File: config.mk
export PLATFORM = sky130hd
export DESIGN_NAME = coin_intake_queue
export DESIGN_NICKNAME = d
export VERILOG_FILES = /design/src/rtl/coin_intake_queue.sv
export SDC_FILE = /design/constraint.sdc
export NUM_CORES = 1
export LEC_CHECK = 0
export CAP_MARGIN = 20
export CORE_MARGIN = 2
export CORE_UTILIZATION = 41
export CTS_BUF_LIST = sky130_fd_sc_hd__clkbuf_2 sky130_fd_sc_hd__clkbuf_4 sky130_fd_sc_hd__clkbuf_8
export DETAILED_ROUTE_END_ITERATION = 7
export GPL_TIMING_DRIVEN = 1
export HOLD_SLACK_MARGIN = 0.05
export PLACE_DENSITY = 0.65
export SLEW_MARGIN = 20
export SYNTH_ARGS = -nofsm -noshare
export SYNTH_HDL_FRONTEND = slang
export SYNTH_SLANG_ARGS = --single-unit
File: constraint.sdc
create_clock -name clk -period 2.8 [get_ports clk]
set_clock_uncertainty 0.2 [all_clocks]
set_input_delay 0.56 -clock clk [delete_from_list [all_inputs] [get_ports clk]]
set_output_delay 0.56 -clock clk [all_outputs]
set_load 0.005 [all_outputs]
File: src/rtl/coin_intake_queue.sv
// rtl/coin_intake_queue.sv - debounced coin intake with holding FIFO and reject path
//
// Turns raw per-lane coin sensor levels into clean one-hot, single-cycle coin
// pulses, queueing them while the machine is busy dispensing.
//
// Ports:
//   clk            rising-edge clock
//   reset          synchronous, active-high reset
//   i_coin_sense   raw per-lane sensor level, high while a coin is in the slot
//   current_state  machine FSM state; pulses are issued only in s0/s1
//   o_input_coin   one-hot, single-cycle accepted coin pulse
//   o_reject_coin  one-hot, single-cycle pulse when a coin is bounced (FIFO full)
//   o_fifo_count   number of queued coins
//   o_busy         any coin pending arbitration or queued
module coin_intake_queue #(
   parameter int kNumCoins = 3,
   parameter int DEPTH     = 4,
   parameter int DEBOUNCE  = 3,
   parameter int GAP       = 1
) (
   input  logic                         clk,
   input  logic                         reset,
   input  logic [kNumCoins-1:0]         i_coin_sense,
   input  logic [1:0]                   current_state,
   output logic [kNumCoins-1:0]         o_input_coin,
   output logic [kNumCoins-1:0]         o_reject_coin,
   output logic [$clog2(DEPTH+1)-1:0]   o_fifo_count,
   output logic                         o_busy
);

   localparam int LW = (kNumCoins > 1) ? $clog2(kNumCoins) : 1;
   localparam int PW = $clog2(DEPTH);
   localparam int NW = $clog2(DEPTH + 1);
   localparam int DW = $clog2(DEBOUNCE + 1);
   localparam int GW = (GAP > 0) ? $clog2(GAP + 1) : 1;

   localparam logic [1:0] S0 = 2'd0;
   localparam logic [1:0] S1 = 2'd1;

   typedef enum logic {
      DISARMED = 1'b0,
      ARMED    = 1'b1
   } lane_state_t;

   logic [kNumCoins-1:0] r_sense;
   lane_state_t          r_lane       [kNumCoins];
   lane_state_t          w_lane_nxt   [kNumCoins];
   logic [DW-1:0]        r_db_cnt     [kNumCoins];
   logic [DW-1:0]        w_db_cnt_nxt [kNumCoins];
   logic [kNumCoins-1:0] w_qualify;
   logic [kNumCoins-1:0] r_pending;
   logic [kNumCoins-1:0] w_clear;

   logic [LW-1:0]        r_mem [DEPTH];
   logic [PW-1:0]        r_wr_ptr;
   logic [PW-1:0]        r_rd_ptr;
   logic [NW-1:0]        r_count;
   logic [GW-1:0]        r_gap;

   logic                 w_any;
   logic [LW-1:0]        w_sel;
   logic                 w_pop;
   logic                 w_room;
   logic                 w_push;
   logic                 w_reject;

   // Per-lane debounce. Both states count runs of the level they are waiting
   // for (high when ARMED, low when DISARMED); any other sample restarts the run.
   always_comb begin
      w_qualify = '0;
      for (int i = 0; i < kNumCoins; i++) begin
         w_lane_nxt[i]   = r_lane[i];
         w_db_cnt_nxt[i] = r_db_cnt[i];
         if (r_sense[i] == (r_lane[i] == ARMED)) begin
            if (r_db_cnt[i] == DW'(DEBOUNCE - 1)) begin
               w_db_cnt_nxt[i] = '0;
               if (r_lane[i] == ARMED) begin
                  w_qualify[i]  = 1'b1;
                  w_lane_nxt[i] = DISARMED;
               end else begin
                  w_lane_nxt[i] = ARMED;
               end
            end else begin
               w_db_cnt_nxt[i] = r_db_cnt[i] + DW'(1);
            end
         end else begin
            w_db_cnt_nxt[i] = '0;
         end
      end
   end

   // Lowest-index pending lane wins; the scan runs high to low so the last
   // match is the lowest index.
   always_comb begin
      w_any = |r_pending;
      w_sel = '0;
      for (int i = kNumCoins - 1; i >= 0; i--) begin
         if (r_pending[i]) begin
            w_sel = LW'(i);
         end
      end
   end

   assign w_clear  = w_any ? (kNumCoins'(1) << w_sel) : '0;
   assign w_pop    = !reset && (r_count != '0) && (r_gap == '0)
                     && ((current_state == S0) || (current_state == S1));
   // A pop in the same cycle frees a slot, so a full FIFO can still accept.
   assign w_room   = (r_count != NW'(DEPTH)) || w_pop;
   assign w_push   = !reset && w_any && w_room;
   assign w_reject = !reset && w_any && !w_room;

   assign o_input_coin  = w_pop ? (kNumCoins'(1) << r_mem[r_rd_ptr]) : '0;
   assign o_reject_coin = w_reject ? w_clear : '0;
   assign o_fifo_count  = r_count;
   assign o_busy        = (|r_pending) || (r_count != '0);

   always_ff @(posedge clk) begin
      if (w_push) begin
         r_mem[r_wr_ptr] <= w_sel;
      end
   end

   always_ff @(posedge clk) begin
      if (reset) begin
         r_sense   <= '0;
         r_pending <= '0;
         r_wr_ptr  <= '0;
         r_rd_ptr  <= '0;
         r_count   <= '0;
         r_gap     <= '0;
         for (int i = 0; i < kNumCoins; i++) begin
            r_lane[i]   <= DISARMED;
            r_db_cnt[i] <= '0;
         end
      end else begin
         r_sense <= i_coin_sense;
         for (int i = 0; i < kNumCoins; i++) begin
            r_lane[i]   <= w_lane_nxt[i];
            r_db_cnt[i] <= w_db_cnt_nxt[i];
         end
         // Serviced lane (pushed or rejected) is cleared; a fresh qualification wins.
         r_pending <= (r_pending & ~w_clear) | w_qualify;
         if (w_push) begin
            r_wr_ptr <= r_wr_ptr + PW'(1);
         end
         if (w_pop) begin
            r_rd_ptr <= r_rd_ptr + PW'(1);
         end
         if (w_push && !w_pop) begin
            r_count <= r_count + NW'(1);
         end else if (w_pop && !w_push) begin
            r_count <= r_count - NW'(1);
         end
         if (w_pop) begin
            r_gap <= GW'(GAP);
         end else if (r_gap != '0) begin
            r_gap <= r_gap - GW'(1);
         end
      end
   end

endmodule
## Word-level counts from Yosys, hierarchy flattened

Memory sizes are Yosys's and may differ from the RTL's. A register that Yosys moved wholly into a read port is not among the register bits.
Index checks and enable logic that the tools add are counted.

| word-level totals | value |
|---|---|
| register bits | 14 |
| RAM bits | 17 |
| bits of input ports | 7 |
| output and inout bits | 10 |
| word-level logic and storage cells | 103 |
| memories | 3 |

Memories:

| name | depth | width | rd ports | clocked after memory_dff | wr ports | line | RTL |
|---|---|---|---|---|---|---|---|
| r_mem | 4 | 2 | 1 | 1 | 1 | 54 | `logic [LW-1:0] r_mem [DEPTH];` |
| r_db_cnt | 3 | 2 | 3 | 0 | 3 | 48 | `logic [DW-1:0] r_db_cnt [kNumCoins];` |
| r_lane | 3 | 1 | 3 | 0 | 3 | 46 | `lane_state_t r_lane [kNumCoins];` |

| cells by class | value |
|---|---|
| add/sub/neg operators | 8 |
| equal/unequal tests | 8 |
| shifts and indexed selects | 2 |
| multiplexer cells | 47 |
| bitwise gates (word level) | 10 |
| reductions and logical operators | 19 |

Operators with widths:

| operator | count |
|---|---|
| $mux 1 | 28 |
| $mux 2 | 14 |
| $mux 3 | 5 |
| $add 2x1->2 const B | 5 |
| $logic_and 1x1->1 | 8 |
| $eq 2x2->1 const B | 3 |
| $or 1x1->1 | 6 |
| $shl 1x2->3 const A | 2 |
| $logic_not 1->1 | 4 |
| $add 3x1->3 const B | 1 |
| $and 3x3->3 | 1 |
| $eq 1x1->1 | 3 |
| $logic_or 1x1->1 | 3 |
| $ne 3x3->1 const B | 1 |
| $not 3->3 | 1 |
| $or 3x3->3 | 1 |
| $reduce_bool 3->1 | 1 |
| $reduce_or 3->1 | 1 |
| $sub 3x1->3 const B | 1 |
| $eq 2x1->1 const B | 1 |
| $logic_not 2->1 | 1 |
| $reduce_bool 2->1 | 1 |
| $not 1->1 | 1 |
| $sub 1x1->1 const B | 1 |

## Depth between registers and ports, before layout

| depth | value |
|---|---|
| depth in word-level cells | 10 |
| gate-level depth with buffers | 10 |
| gate-level depth less buffers | 9 |

## Least setup slack after synthesis

OpenSTA, ideal clock, no wires.

| timing path | value |
|---|---|
| path kind | input-to-reg |
| start | in reset |
| end | reg r_count[2], in the netlist o_fifo_count[2] |
| setup time | 70 ps |
| data arrival time | 2516 ps |
| required time | 2530 ps |
| setup slack | 14 ps |
| cell stages on the path | 9 |
| buffers on the path | 1 |
| cell sequence | or3_1 buf_2 a211oi_2 ha_1 inv_1 fa_1 xor2_1 or3_1 a21oi_1 |

| between the ends | value |
|---|---|
| cells in the longest elaborated chain, start to end | 9 |
| elaborated cells on any way between the ends | 13 |
| those cells by class | mux (1); reduce/logical (12) |

Ends and longest elaborated chain:

| what | line | RTL |
|---|---|---|
| from (decl) | 22 | `input logic reset,` |
| $logic_not 1->1 (*) | 105, 109 |  |
| $logic_and 1x1->1 (2 in a row) | 105 | `assign w_pop = !reset && (r_count != '0) && (r_gap == '0)` |
| $logic_and 1x1->1 | 106 | `&& ((current_state == S0) \|\| (current_state == S1));` |
| $logic_or 1x1->1 | 108 | `assign w_room = (r_count != NW'(DEPTH)) \|\| w_pop;` |
| $logic_and 1x1->1 (*) | 109 | `assign w_push = !reset && w_any && w_room;` |
| net w_push | 64 | `logic w_push;` |
| $logic_not 1->1 | 151 | `end else if (w_pop && !w_push) begin` |
| $logic_and 1x1->1 | 151 |  |
| $reduce_bool 2->1 (no source line) | -- |  |
| to (signal assigned) | 150 | `r_count <= r_count + NW'(1);` |
| to (signal assigned) | 152 | `r_count <= r_count - NW'(1);` |
| to (decl) | 57 | `logic [NW-1:0] r_count;` |

Mark *: on every way through the listed nets, which the timed path passes. The rest lies on a longest branch.
A chain may end at the register's enable or synchronous reset.

## Worst setup path in the final report

| timing path | value |
|---|---|
| start | reg r_count[2], in the netlist o_fifo_count[2] |
| end | out o_reject_coin[1] |

| between the ends | value |
|---|---|
| cells in the longest elaborated chain, start to end | 8 |
| elaborated cells on any way between the ends | 9 |
| those cells by class | eq/ne (1); mux (1); reduce/logical (7) |

Ends and longest elaborated chain:

| what | line | RTL |
|---|---|---|
| $reduce_bool 3->1 | 105 |  |
| $logic_and 1x1->1 (2 in a row) | 105 |  |
| $logic_and 1x1->1 | 106 |  |
| $logic_or 1x1->1 (*) | 108 |  |
| $logic_not 1->1 (*) | 110 | `assign w_reject = !reset && w_any && !w_room;` |
| $logic_and 1x1->1 (*) | 110 |  |
| $mux 3 (*) | 113 | `assign o_reject_coin = w_reject ? w_clear : '0;` |
| to (decl) | 26 | `output logic [kNumCoins-1:0] o_reject_coin,` |

Every way passes the cells marked *; elsewhere a longest branch is shown, timed or not.

==> results by group <==
Timing
  • Final min period: between 2000 and 3000 ps
  • Tcrit/Tclk final: 92.6%
  • Normalized max-slew margin: approximately three fifths
  • Fmax: 386 MHz
  • Worst Hold Slack: roughly 220 ps
  • Worst Tran Pin Value: a little under 600 ps
  • # setup viols final: 0
  • Setup ws final: 207 ps
  • RSZ-0062 raised after global routing: false
  • Final slew viol count: 0
  • Hold Vio Cnt, Final: 0

Route
  • Starting DRT DRC Count: 18
  • Detail Route Antenna Nets: 0
  • Avg Vias per Cell: roughly 4.8
  • DR pass1 iterations: 4
  • Via count: 974
  • Post-Route WL: about 2.5 mm
  • # DRC: 0
  • Routed len/inst: between 10 and 15 um

Placed design
  • Gpl congestion: 0.698
  • Area post-placement: 1650 um^2
  • Port Buffers: 15
  • DPL Wire Length: between 1.5 and 2 mm
  • Pre-CTS setup slack: -414 ps

Critical path
  • Setup crit start kind: flop
  • Setup CP Type: flop to primary output
  • WP data required: 2040 ps
  • Setup crit end kind: primary output
  • Crit path max fanout: 5
  • Worst Path Arrival: 1830 ps

Global routing
  • Initial antenna violation count: 0
  • GRT Total Usage: 16.4%
  • Vias in the first global route: 1005
  • Global-route wire length before repair: about 4.3 mm
  • GRT Residual Overflow: 0
  • Largest net degree at the start of global routing: 21

Final layout
  • Finished Cell Area: 1790 um^2
  • Share of layout cells above drive strength 1: a little over a quarter
  • Final net count: 173
  • Number of diodes: 0
  • Area Growth Syn to Fin: 29.7%

CTS
  • Clock root buffer: clkbuf_4
  • Skew-Pair Late Insertion Delay: 330 ps
  • Htree depth: 2
  • Clk slew on worst S/H paths: ~90 ps
  • CTS tree: done
  • Buffer depth of the longest clock path: 2
  • TritonCTS Buffers: 5
  • CTS Sinks: 33

Logic synthesis
  • Synth cell count leaders: dfxtp_1 (25), nor2_1 (15), inv_1 (9), edfxtp_1 (8), ha_1 (8)
  • Synth warn: 0
  • Ys async rst share: 0%
  • Yosys top cell by area: dfxtp_1
  • Top FF cell, synth: dfxtp_1
  • Share of the synthesized area in the top cell type: 36.4%
  • Seq cells post-synth: 33
  • Synth Cell Area: 1380 um^2
  • Netlist cell types: 30
  • Synth top area cells: dfxtp_1 (36%), edfxtp_1 (17%), ha_1 (7.3%), nor2_1 (4.1%), mux4_2 (3.3%)
  • Post-synth EDFFs: 8
  • Synth Instances: roughly 130
  • Most frequent cell after synthesis: dfxtp_1
  • Net Count, Synth: 141
  • Syn Area/Cell: 11.0 um^2
  • Seq/Total Area, Yosys: 53.8%

Job
  • MaxCap Viol Count: 0

Power and ir drop
  • Pwr dens: 512 nW/um^2
  • P_leak: ~0.00073 uW
  • Worst vdd ir: 0.000280 V
  • Power, Total: 915 uW

Floorplanning
  • Chip height: approximately 62 um
  • IO Count: 17
  • Core area: 3280 um^2
  • Die ar.: 3840 um^2
  • Starting Density: 41.9%
  • Die width: 61.9 um
  • Cell Rows: 21

Min path
  • Worst hold path class: flop to flop

Run status
  • Outcome: finished clean
-- per-layer routing --
| metal | track usage, % | wire, um |
|---|---|---|
| met1 | 17.6 | 1060 |
| met2 | 27.4 | 1320 |
| met3 | 7.04 | 115 |
| met4 | 8.21 | 55 |
| met5 | 0 | 0 |
-- final cells by class --
| type | instances | area [um^2] |
|---|---|---|
| tap | 46 | 57.6 |
| clock buffer | 8 | 66.3 |
| sequential | 33 | 741 |
| inverter | 10 | 40.0 |
| multi-input combinational | 79 | 647 |
| timing repair buffer | 28 | 234 |
| fill | 292 | 1500 |
-- timing repair --
action | in CTS | in global routing
endpoints found under the setup margin | 7 | 6
gates resized for setup | 19 | 12
pin swaps | 1 | 7
hold buffers | 0 | 0
setup buffers | 1 | 1
-- path summary, 6_finish.rpt --
check        slack (ps)  cells after the start                           end                          from
max                 210                      4              o_reject_coin[1]  o_fifo_count[2]$_SDFFE_PP0P_
min                 220                      1     r_db_cnt[0][2]$_SDFF_PP0_     r_db_cnt[0][2]$_SDFF_PP0_
max reg2reg         320                     11  o_fifo_count[2]$_SDFFE_PP0P_  o_fifo_count[0]$_SDFFE_PP0P_
min reg2reg         220                      1     r_db_cnt[0][2]$_SDFF_PP0_     r_db_cnt[0][2]$_SDFF_PP0_
-- cells in the final DEF, fill, tap and decap left out, types with 3 or more instances in the layout --
cell type | synthesis | final
ha_1 | 8 | 7
edfxtp_1 | 8 | 8
nor2b_1 | 4 | 4
a21oi_1 | 4 | 3
nand2_1 | 3 | 3
buf_2 | 1 | 3
dlygate4sd2_1 | 0 | 3
nor3b_2 | 0 | 4
and2_1 | 4 | 4
nor2_1 | 15 | 15
clkdlybuf4s50_1 | 0 | 7
o21ai_0 | 3 | 3
clkbuf_4 | 0 | 7
xor2_1 | 5 | 5
or3_1 | 6 | 5
a211oi_1 | 3 | 3
buf_4 | 0 | 13
inv_1 | 9 | 9
dfxtp_1 | 25 | 25
-- flip-flops by register name, summed over array words and instances (netlist names), named ones only --
| register | count |
|---|---|
| r_lane | 3 |
| r_gap | 1 |
| o_fifo_count | 3 |
| r_sense | 3 |
| r_rd_ptr | 2 |
| r_db_cnt | 6 |
| r_pending | 3 |
| r_wr_ptr | 2 |
| r_mem | 8 |
-- report_power, final --
group          switching [uW]  leakage [uW]  internal (uW)
clock network             149     0.0000394            143
registers                16.0      0.000275            512
logic                    46.3      0.000412           47.8
total                     212      0.000726            703
-- metrics by stage --
| step | utilization (%) | instances | setup TNS, ps |
|---|---|---|---|
| after floorplan | - | 125 | 0 |
| after global placement | 50.4 | 194 | -1940 |
| after detailed placement | 50.4 | 194 | -2020 |
| after CTS | 53.4 | 203 | -91.7 |
| after global routing | 54.4 | 204 | 0 |
| final | 54.4 | 204 | 0 |
-- critical path: stages (launching register included) --
cell and delay, ps:
dfxtp_1 420, nor3b_2 470, nand3_2 160, nor3b_2 200, dlygate4sd2_1 250
-- cells by family after synthesis --
kind of cell | count (synthesis) | share of synthesized area (%)
and+or+nand+nor | 45 | 17.5
DFF | 33 | 53.8
AOI/OAI and AO/OA | 15 | 7.55
buffers and inverters | 13 | 3.64
adders and majority gates | 9 | 8.73
xor gates and xnor gates | 5 | 3.18
muxes | 5 | 5.55
No activity file was read; power rests on OpenSTA's default activity.
